`src/rtl/if_queue_fetcher.sv`:
```
// Instruction fetch unit: issues one PC at a time to the icache, tags each
// response with the predictor's decision and buffers it in a small FIFO.
module if_queue_fetcher #(
  parameter int DATA_W      = 32,
  parameter int QUEUE_DEPTH = 4,
  parameter int QPTR_W      = 2
) (
  input  logic                clk,
  input  logic                rst,
  input  logic                rdy,
  output logic                rdy_to_fetch,
  output logic [DATA_W-1:0]   pc_2icache,
  input  logic                instr_valid,
  input  logic [DATA_W-1:0]   instr_from_icache,
  output logic                valid_2pred,
  output logic [DATA_W-1:0]   instr_2pred,
  output logic [DATA_W-1:0]   cur_pc,
  input  logic                if_jump,
  input  logic [DATA_W-1:0]   next_pc,
  input  logic                dsp_ready,
  output logic                valid_2dsp,
  output logic                if_jump_2dsp,
  output logic [DATA_W-1:0]   pc_2dsp,
  output logic [DATA_W-1:0]   instr_2dsp,
  output logic [QPTR_W:0]     queue_count,
  input  logic                rollback_signal,
  input  logic [DATA_W-1:0]   rollback_pc
);

  typedef enum logic [1:0] {IDLE, FETCH, DROP} state_t;

  localparam logic [QPTR_W:0] FULL_CNT = (QPTR_W+1)'(QUEUE_DEPTH);

  state_t              state, state_nxt;
  logic [DATA_W-1:0]   pc;
  logic [QPTR_W-1:0]   head, tail;
  logic                push, pop, issue, active;

  logic [DATA_W-1:0]   mem_pc    [QUEUE_DEPTH];
  logic [DATA_W-1:0]   mem_instr [QUEUE_DEPTH];
  logic                mem_jump  [QUEUE_DEPTH];

  always_comb begin
    active = rdy && !rollback_signal;
    push   = active && (state == FETCH) && instr_valid;
    pop    = active && (queue_count != '0) && dsp_ready;
    issue  = active && (state == IDLE) && (queue_count < FULL_CNT);
  end

  always_ff @(posedge clk) begin
    if (rst) state <= IDLE;
    else if (rdy) state <= state_nxt;
  end

  // A rollback with a request in flight parks in DROP so the stale response is swallowed.
  always_comb begin
    state_nxt = state;
    case (state)
      IDLE:    if (!rollback_signal && queue_count < FULL_CNT) state_nxt = FETCH;
      FETCH:   if (instr_valid) state_nxt = IDLE;
               else if (rollback_signal) state_nxt = DROP;
      DROP:    if (instr_valid) state_nxt = IDLE;
      default: state_nxt = IDLE;
    endcase
  end

  always_comb begin
    rdy_to_fetch = (state != IDLE);
    valid_2pred  = instr_valid && (state == FETCH) && !rollback_signal;
    instr_2pred  = instr_from_icache;
    cur_pc       = pc;
    valid_2dsp   = (queue_count != '0);
    if_jump_2dsp = valid_2dsp ? mem_jump[head]  : 1'b0;
    pc_2dsp      = valid_2dsp ? mem_pc[head]    : '0;
    instr_2dsp   = valid_2dsp ? mem_instr[head] : '0;
  end

  always_ff @(posedge clk) begin
    if (rst) begin
      pc          <= '0;
      pc_2icache  <= '0;
      head        <= '0;
      tail        <= '0;
      queue_count <= '0;
    end else if (rdy) begin
      if (rollback_signal) begin
        pc          <= rollback_pc;
        head        <= '0;
        tail        <= '0;
        queue_count <= '0;
      end else begin
        if (issue) pc_2icache <= pc;
        if (push)  pc <= next_pc;
        if (push)  tail <= tail + 1'b1;
        if (pop)   head <= head + 1'b1;
        if (push && !pop)      queue_count <= queue_count + 1'b1;
        else if (pop && !push) queue_count <= queue_count - 1'b1;
      end
    end
  end

  always_ff @(posedge clk) begin
    if (push) begin
      mem_pc[tail]    <= pc;
      mem_instr[tail] <= instr_from_icache;
      mem_jump[tail]  <= if_jump;
    end
  end

endmodule

```
`config.mk`:
```
export PLATFORM = sky130hd
export DESIGN_NAME = if_queue_fetcher
export DESIGN_NICKNAME = d
export VERILOG_FILES = /design/src/rtl/if_queue_fetcher.sv
export SDC_FILE = /design/constraint.sdc
export NUM_CORES = 1
export LEC_CHECK = 0
export BUFFER_PORTS_ARGS = -buffer_cell sky130_fd_sc_hd__buf_4
export CAP_MARGIN = 0
export CORE_MARGIN = 2
export CORE_UTILIZATION = 30
export DETAILED_ROUTE_END_ITERATION = 10
export SLEW_MARGIN = 20
export SYNTH_ARGS = -nofsm -noshare
export SYNTH_HDL_FRONTEND = slang
export SYNTH_SLANG_ARGS = --single-unit
```
`constraint.sdc`:
```
create_clock -name clk -period 8.3 [get_ports clk]
set_input_delay 1.66 -clock clk [delete_from_list [all_inputs] [get_ports clk]]
set_output_delay 1.66 -clock clk [all_outputs]
set_load 0.005 [all_outputs]
```
---- Word level (Yosys, flattened, before mapping) ----
Memory sizes are Yosys's and may differ from the RTL's. A register that Yosys moved wholly into a read port is not among the register bits.
Cells that the tools add are included.
W data, S select, Z words.
word-level totals
  memories ................................ 3
  memory bits (writable) .................. 260
  word-level logic and storage cells ...... 71
  register bits ........................... 73
  input port bits ......................... 103
memories
  name       depth  bits a word  rd ports  clocked after Yosys merged registers in  write ports  line  RTL
  mem_instr  4      32           1         1                                        1            40    logic [DATA_W-1:0] mem_instr [QUEUE_DEPTH];
  mem_pc     4      32           1         1                                        1            39    logic [DATA_W-1:0] mem_pc [QUEUE_DEPTH];
  mem_jump   4      1            1         1                                        1            41    logic mem_jump [QUEUE_DEPTH];
cells by class
  reductions and logical operators ........ 26
  bitwise logic cells ..................... 1
  add/subtract/negate cells ............... 4
  equality and inequality tests ........... 5
  muxes and demuxes ....................... 25
  order comparisons ....................... 1
operator list
  kind                   count
  $mux W32               4
  $mux W2                14
  $logic_and A1 B1 Y1    12
  $mux W3                3
  $pmux W2 S3            1
  $reduce_and A2 Y1      3
  $reduce_bool A2 Y1     3
  $reduce_bool A3 Y1     2
  $add A2 B1 Y2 const B  2
  $reduce_and A4 Y1      1
  $add A3 B1 Y3 const B  1
  $logic_not A1 Y1       3
  $lt A3 B3 Y1 const B   1
  $mux W1                3
  $ne A3 B3 Y1 const B   1
  $reduce_and A3 Y1      1
  $sub A3 B1 Y3 const B  1
  $eq A2 B1 Y1 const B   1
  $eq A2 B2 Y1 const B   1
  $logic_not A2 Y1       1
  $ne A2 B1 Y1 const B   1
  $ne A2 B2 Y1 const B   1
  $not A1 Y1             1

---- Depth between registers and ports, before layout ----
Gate-level depths: netlist of run 1.
  depth after elaboration ................. 9
  gate-level depth with buffers ........... 8

---- Worst setup path before layout of run 1 ----
Ideal clock, no wire load.
  path type ............................... in2reg
  from .................................... input rollback_signal
  to ...................................... memory mem_instr[0][0], enable pin
  arrival time ............................ 3.821 ns
  slack ................................... 4.050 ns
  stages .................................. 5
  library setup time ...................... 0.430 ns
  path through ............................ buf_2 nand2b_4 buf_6 nor2_1 and2_1
between the ends
  word-level cells in the longest chain between the ends .. 6
RTL lines
  what                               line  RTL
  from (decl)                        26    input logic rollback_signal,
  $logic_not A1 Y1                   44    active = rdy && !rollback_signal;
  $logic_and A1 B1 Y1                44
  $logic_and A1 B1 Y1 (2 in series)  45    push = active && (state == FETCH) && instr_valid;
  $mux W1                            103   if (push) begin
  $mux W1 (not written as such)      105   mem_instr[tail] <= instr_from_icache;
  to (decl)                          40
No other way between the ends.

==> flow_summary.ini, run 1 <==
[outcome]
status = finished clean

[cts]
cts_setup_buffers = 0
cts_max_level = 2
clk_pin_slew_ps = 60
root_buffer = clkbuf_16
holdBufCountCts = 0
cts_sinks = 335
cts_buffers = 38
cts_tree = yes
cts_max_path_buffers = 3
cts-resized-gates = 0
insertion_delay_ps = 540

[timing]
finalMaxSlewViolations = 0
slew_headroom_pct = 31.6
clock_skew_ps = 17.8
hold_ws_ps = 454
layout_min_cycle_time_ps = 4660
fmax_mhz = 215
period_share_pct = 56.1
worst_pin_slew_ps = 1030
tns_ps = 0
setup_viol = 0
finalHoldViolCount = 0
rsz0062_at_grt = no

[yosys]
yosys_most_used_dff = edfxtp_1
synth-seq-area-share_pct = 69.6
synth_top_area_cell = edfxtp_1
ys_top_cells_by_area = edfxtp_1, dfxtp_1, mux4_2
post-synth-top-count-cell = edfxtp_1
syn_area_sq_mm = 0.0134
synth_cell_type_count = 40
ys_ff_latch = 335
syn_area_per_cell_sq_um = 16.6
yosysWarnings = 0
synth_cells = 808
synth_edf_count = 260
synth_nets = 916
synth.top_cell.area_share_pct = 58.4
ys_top_cells_by_count = edfxtp_1, dfxtp_1, and2_1
ys_async_sr_fraction_pct = 0

[drt]
drc = 0
drtPass1Iterations = 5
viasPerCell = 4.50
wirelength_um = 31300
vias = 7496
antenna_left = 0
drtIter0Drc = 375
post_drt_wl_per_cell_um = 18.8

[global_routing]
grt_overflow = 0
gr-usage-met2_pct = 21.9
grt_max_degree = 75
antenna_found_initial = 1
met1_usage_pct = 17.9
use_met3_pct = 3.82
grtUsageTotal_pct = 13.5
top_usage_layer = met2
grt_pass1_vias = 7782
grt_first_pass_wirelength_um = 47300

[layout]
drive_gt1_share_pct = 41.0
ff_latch_area_sq_mm = 0.00932
nNetsFinal = 1150
fill_cells = 4176
diodes = 0
final_util_pct = 38.3
multiInputGateArea_sq_mm = 0.00355
syn2layout_area_growth_pct = 26.5

[power]
leakagePower_nw = 6.02
combPwrFrac_pct = 8.5
power.internal_mw = 2.96
seq_power_share_pct = 49.1
swShare_pct = 22.2
power.density_mw_per_mm2 = 225
clkPwrFrac_pct = 42.4
power.switching_mw = 0.846
peakVddDrop_uv = 120

[flow_run]
maxCapViolCount = 0

[placed_design]
post-dp-hpwl_um = 19400
port_buffers = 269
gp_congestion = 0.703

[critical_path]
cp.arrival_ps = 3000
cp-start-kind = register
critPathRequiredTime_ps = 6640
crit_type = reg -> out
crit_path_end_kind = output pin
cp_max_fo = 39

[die]
initial_core_util_pct = 30.3
die_w_um = 215
num_rows = 77
ioPinCount = 270
coreArea_sq_mm = 0.0441
die_area_sq_mm = 0.0463
die_h_um = 215

[min_path]
min_path_type = reg -> reg
## worst max-delay path, cell delays in order (launching register included)
cell and delay (ps):
dfxtp_4 890, buf_4 610, mux4_2 590, and2_1 180, buf_4 130
## logic make-up after synthesis
kind of cell	after synthesis	synth area share (%)
xor gates and xnor gates	2	0.131
and+or+nand+nor	196	7.27
muxes	97	13.3
adders and majority gates	5	0.524
AOI/OAI and AO/OA	84	5.12
buffers and inverters	89	4.06
DFF	335	69.6
## path summary, 6_finish.rpt
| path | from | slack [ps] | end | cells past startpoint |
|---|---|---|---|---|
| worst min-delay path | pc_2icache[29] | 450 | pc_2icache[29] | 2 |
| worst max register to register | state[1] | 5570 | mem_pc[0][5] | 4 |
| worst max-delay path | register | 3640 | instr_2dsp[1] | 4 |
| worst min register to register | pc_2icache[29] | 450 | pc_2icache[29] | 2 |
## through the flow
| stage | cell area [sq um] | total power [mW] | std cells | setup slack, ps |
|---|---|---|---|---|
| finish | 16900 | 3.80 | 1664 | 3640 |
| global route | 16900 | 3.97 | 1664 | 3330 |
| CTS | 16900 | 3.87 | 1664 | 3470 |
| detailed placement | 15700 | 2.23 | 1594 | 3880 |
| global placement | 15700 | 2.23 | 1594 | 3940 |
| floorplan | 13400 | 2.05 | 808 | 4050 |
## final cells by class
cell class              instances  area share (%)
inverters                       6           0.133
flip-flops and latches        335            55.1
repair buffers                277            12.3
multi-input cells             384            21.0
well taps                     592            4.38
clock buffers                  53            6.01
clock inverters                17            1.13
## cell usage in the layout (no fill, tap or decap), types with 2 or more instances in the layout
cell       instances
a211oi_2          30
ha_1               4
or3_1              2
mux2i_1           32
or3_2              2
nor4_1             2
inv_1              6
inv_6              3
a31oi_1            4
clkbuf_1          14
edfxtp_1         260
nand2b_1           2
clkbuf_16         38
clkinv_4           2
a21oi_1           35
a211oi_1           3
buf_4            277
nand3b_1           2
nand3_1            2
mux4_2            65
and2_1            65
dfxtp_4            2
clkinv_2           6
xnor2_1            2
dfxtp_1           73
bufinv_16          3
and2_4             4
nor3_1             2
o21ai_0            5
nand2_1           67
nor2_1            40
## state kept, by name, indices dropped and copies added (netlist names), named ones only
name / cells
cur_pc: 32
pc_2icache: 32
state: 2
mem_jump: 4
head: 2
queue_count: 3
tail: 2
mem_instr: 128
mem_pc: 128
## power by group through the flow
stage	Combinational, mW	Clock, mW	Sequential, mW
2_1_floorplan	0.157	0	1.89
3_3_place_gp	0.329	0	1.90
3_5_place_dp	0.332	0	1.90
4_1_cts	0.333	1.67	1.87
5_1_grt	0.355	1.74	1.87
6_report	0.323	1.61	1.87
## layer usage
metal / part of all wire, % / routed length (um) / up-vias
met2: 47 / 14800 / 235
li1: - / - / 3498
met1: 45 / 14000 / 3725
met4: 1.5 / 474 / 2
met5: 0.038 / 12 / -
met3: 6.4 / 2000 / 36
Power figures use the tool's default switching activity.
==> inputs of run 2 (changes only) <==
--- a/config.mk
+++ b/config.mk
@@ -5,6 +5,7 @@
 export SDC_FILE = /design/constraint.sdc
 export NUM_CORES = 1
 export LEC_CHECK = 0
+export ABC_AREA = 1
 export BUFFER_PORTS_ARGS = -buffer_cell sky130_fd_sc_hd__buf_4
 export CAP_MARGIN = 0
 export CORE_MARGIN = 2
==> constraint.sdc (replaced) <==
create_clock -name clk -period 4.65 [get_ports clk]
set_input_delay 0.93 -clock clk [delete_from_list [all_inputs] [get_ports clk]]
set_output_delay 0.93 -clock clk [all_outputs]
set_load 0.005 [all_outputs]
==> run 2 against run 1 <==
Net effect:
- sequential cell count did not move
- sequential share of layout area rose by 0.37 points
- combinational power rose by 84%
- synthesized cell count rose by 50%
- worst setup slack got worse by 3200 ps
- die area fell by 0.35%
==> flow_summary.ini, run 2 <==
[timing]
setup_viol = 0
period_share_pct = 89.8
clock_skew_ps = 16.3
slew_headroom_pct = 30.6
worst_pin_slew_ps = 1040
hold_ws_ps = 482
fmax_mhz = 239
layout_min_cycle_time_ps = 4180
finalHoldViolCount = 0
finalMaxSlewViolations = 0
rsz0062_at_grt = no
tns_ps = 0
setup_ws_ps = 475

[layout]
top_regs = mem_instr (128), mem_pc (128)
nNetsFinal = 1530
syn2layout_area_growth_pct = 26.1
fill_cells = 4267
layout_common_cells = nor2_1, buf_4, edfxtp_1, o21ai_0, nand2_1
layout_commonest_cell = nor2_1
drive_gt1_share_pct = 24.5

[global_routing]
grtUsageTotal_pct = 15.3
grt_first_pass_wirelength_um = 54900
grt_pass1_vias = 9356
grt_overflow = 0
antenna_found_initial = 0
grt_max_degree = 131

[drt]
post_drt_wl_per_cell_um = 17.8
vias = 9527
viasPerCell = 4.66
drtIter0Drc = 494
wirelength_um = 36300
antenna_left = 0
drc = 0
drtPass1Iterations = 4

[cts]
cts_buffers = 38
cts_max_path_buffers = 3
holdBufCountCts = 0
clk_pin_slew_ps = 60
cts-resized-gates = 0
insertion_delay_ps = 540
cts_tree = yes
cts_setup_buffers = 0
root_buffer = clkbuf_16
cts_max_level = 2
cts_sinks = 335

[power]
totalPowerFinal_mw = 6.78
leakagePower_nw = 6.30
power.density_mw_per_mm2 = 404
peakVddDrop_uv = 205

[min_path]
min-delay-start = head[1]
min_path_type = reg -> reg
hold_depth = 2

[yosys]
yosys_most_used_dff = edfxtp_1
yosysWarnings = 0
synth.top_cell.area_share_pct = 58.6
ys_async_sr_fraction_pct = 0
post-synth-top-count-cell = nor2_1
syn_area_per_cell_sq_um = 11.0
synth_cell_type_count = 28
ys_ff_latch = 335
synth-seq-area-share_pct = 69.8
synth_nets = 1319
syn_area_sq_mm = 0.0133
synth_edf_count = 260
ys_top_cells_by_count = nor2_1, edfxtp_1, o21ai_0
synth_top_area_cell = edfxtp_1
ys_top_cells_by_area = edfxtp_1, dfxtp_1, nor2_1
synth_cells = 1211

[placed_design]
port_buffers = 269
post-dp-hpwl_um = 22200
dpl_worst_slack_ps = 1230
gp_congestion = 0.773

[critical_path]
crit_type = reg -> out
critPathRequiredTime_ps = 3720
r2r_slack_ps = 2200
rr_worst_depth = 5
crit_path_end_kind = output pin
cp.arrival_ps = 3250
cp-start-kind = register
cp_max_fo = 50
r2r_start = state[0]

[flow_run]
maxCapViolCount = 0

[die]
num_rows = 77
die_h_um = 215
ioPinCount = 270
die_area_sq_mm = 0.0461
initial_core_util_pct = 30.3
die_w_um = 215
coreArea_sq_mm = 0.0440

[outcome]
status = finished clean
## run 2: cells by family after synthesis
logic type      synth area share (%)
simple gates                    12.6
flops                           69.8
compound gates                  11.8
buf+inv                         5.16
fa+ha+maj                      0.526
xor+xnor                      0.0657
## run 2: stage by stage
stage	utilization, %	cells	cell area [sq um]
2_1_floorplan	-	1211	13300
3_3_place_gp	35.5	1974	15600
3_5_place_dp	35.5	1974	15600
4_1_cts	38.2	2042	16800
5_1_grt	38.2	2042	16800
6_report	38.2	2043	16800
## run 2: final cells by class
type	count	area, sq um	area share, %
Sequential cell	335	9320	55.4
Multi-Input combinational cell	742	3370	20.0
Timing Repair Buffer	280	2110	12.6
Clock buffer	50	996	5.93
Tap cell	592	741	4.41
Clock inverter	18	163	0.968
Inverter	25	109	0.648
Antenna cell	1	2.50	0.0149
## run 2: power by group
group	internal (mW)	total, mW	switching (mW)
registers	3.28	3.38	0.0915
logic	0.273	0.594	0.321
clock network	1.63	2.81	1.18
## run 2: routing by layer
metal	share of wire (%)	wire length (um)	track usage (%)
met5	0	0	0
met4	2.2	781	4.88
met3	6.9	2520	3.93
met2	46	16600	24.2
met1	45	16400	20.7
## run 2: worst paths after layout
kind | endpoint
worst min-delay path | register
worst max-delay path | pc_2dsp[17]
worst max register to register | mem_instr[3][27]
worst min register to register | register
## run 2: critical path, cell delays in order, from the launching register on
cell and delay, ps:
dfxtp_4 570, clkinv_2 780, buf_4 520, nor2_1 130
o21ai_0 80, a21oi_1 340, buf_4 190
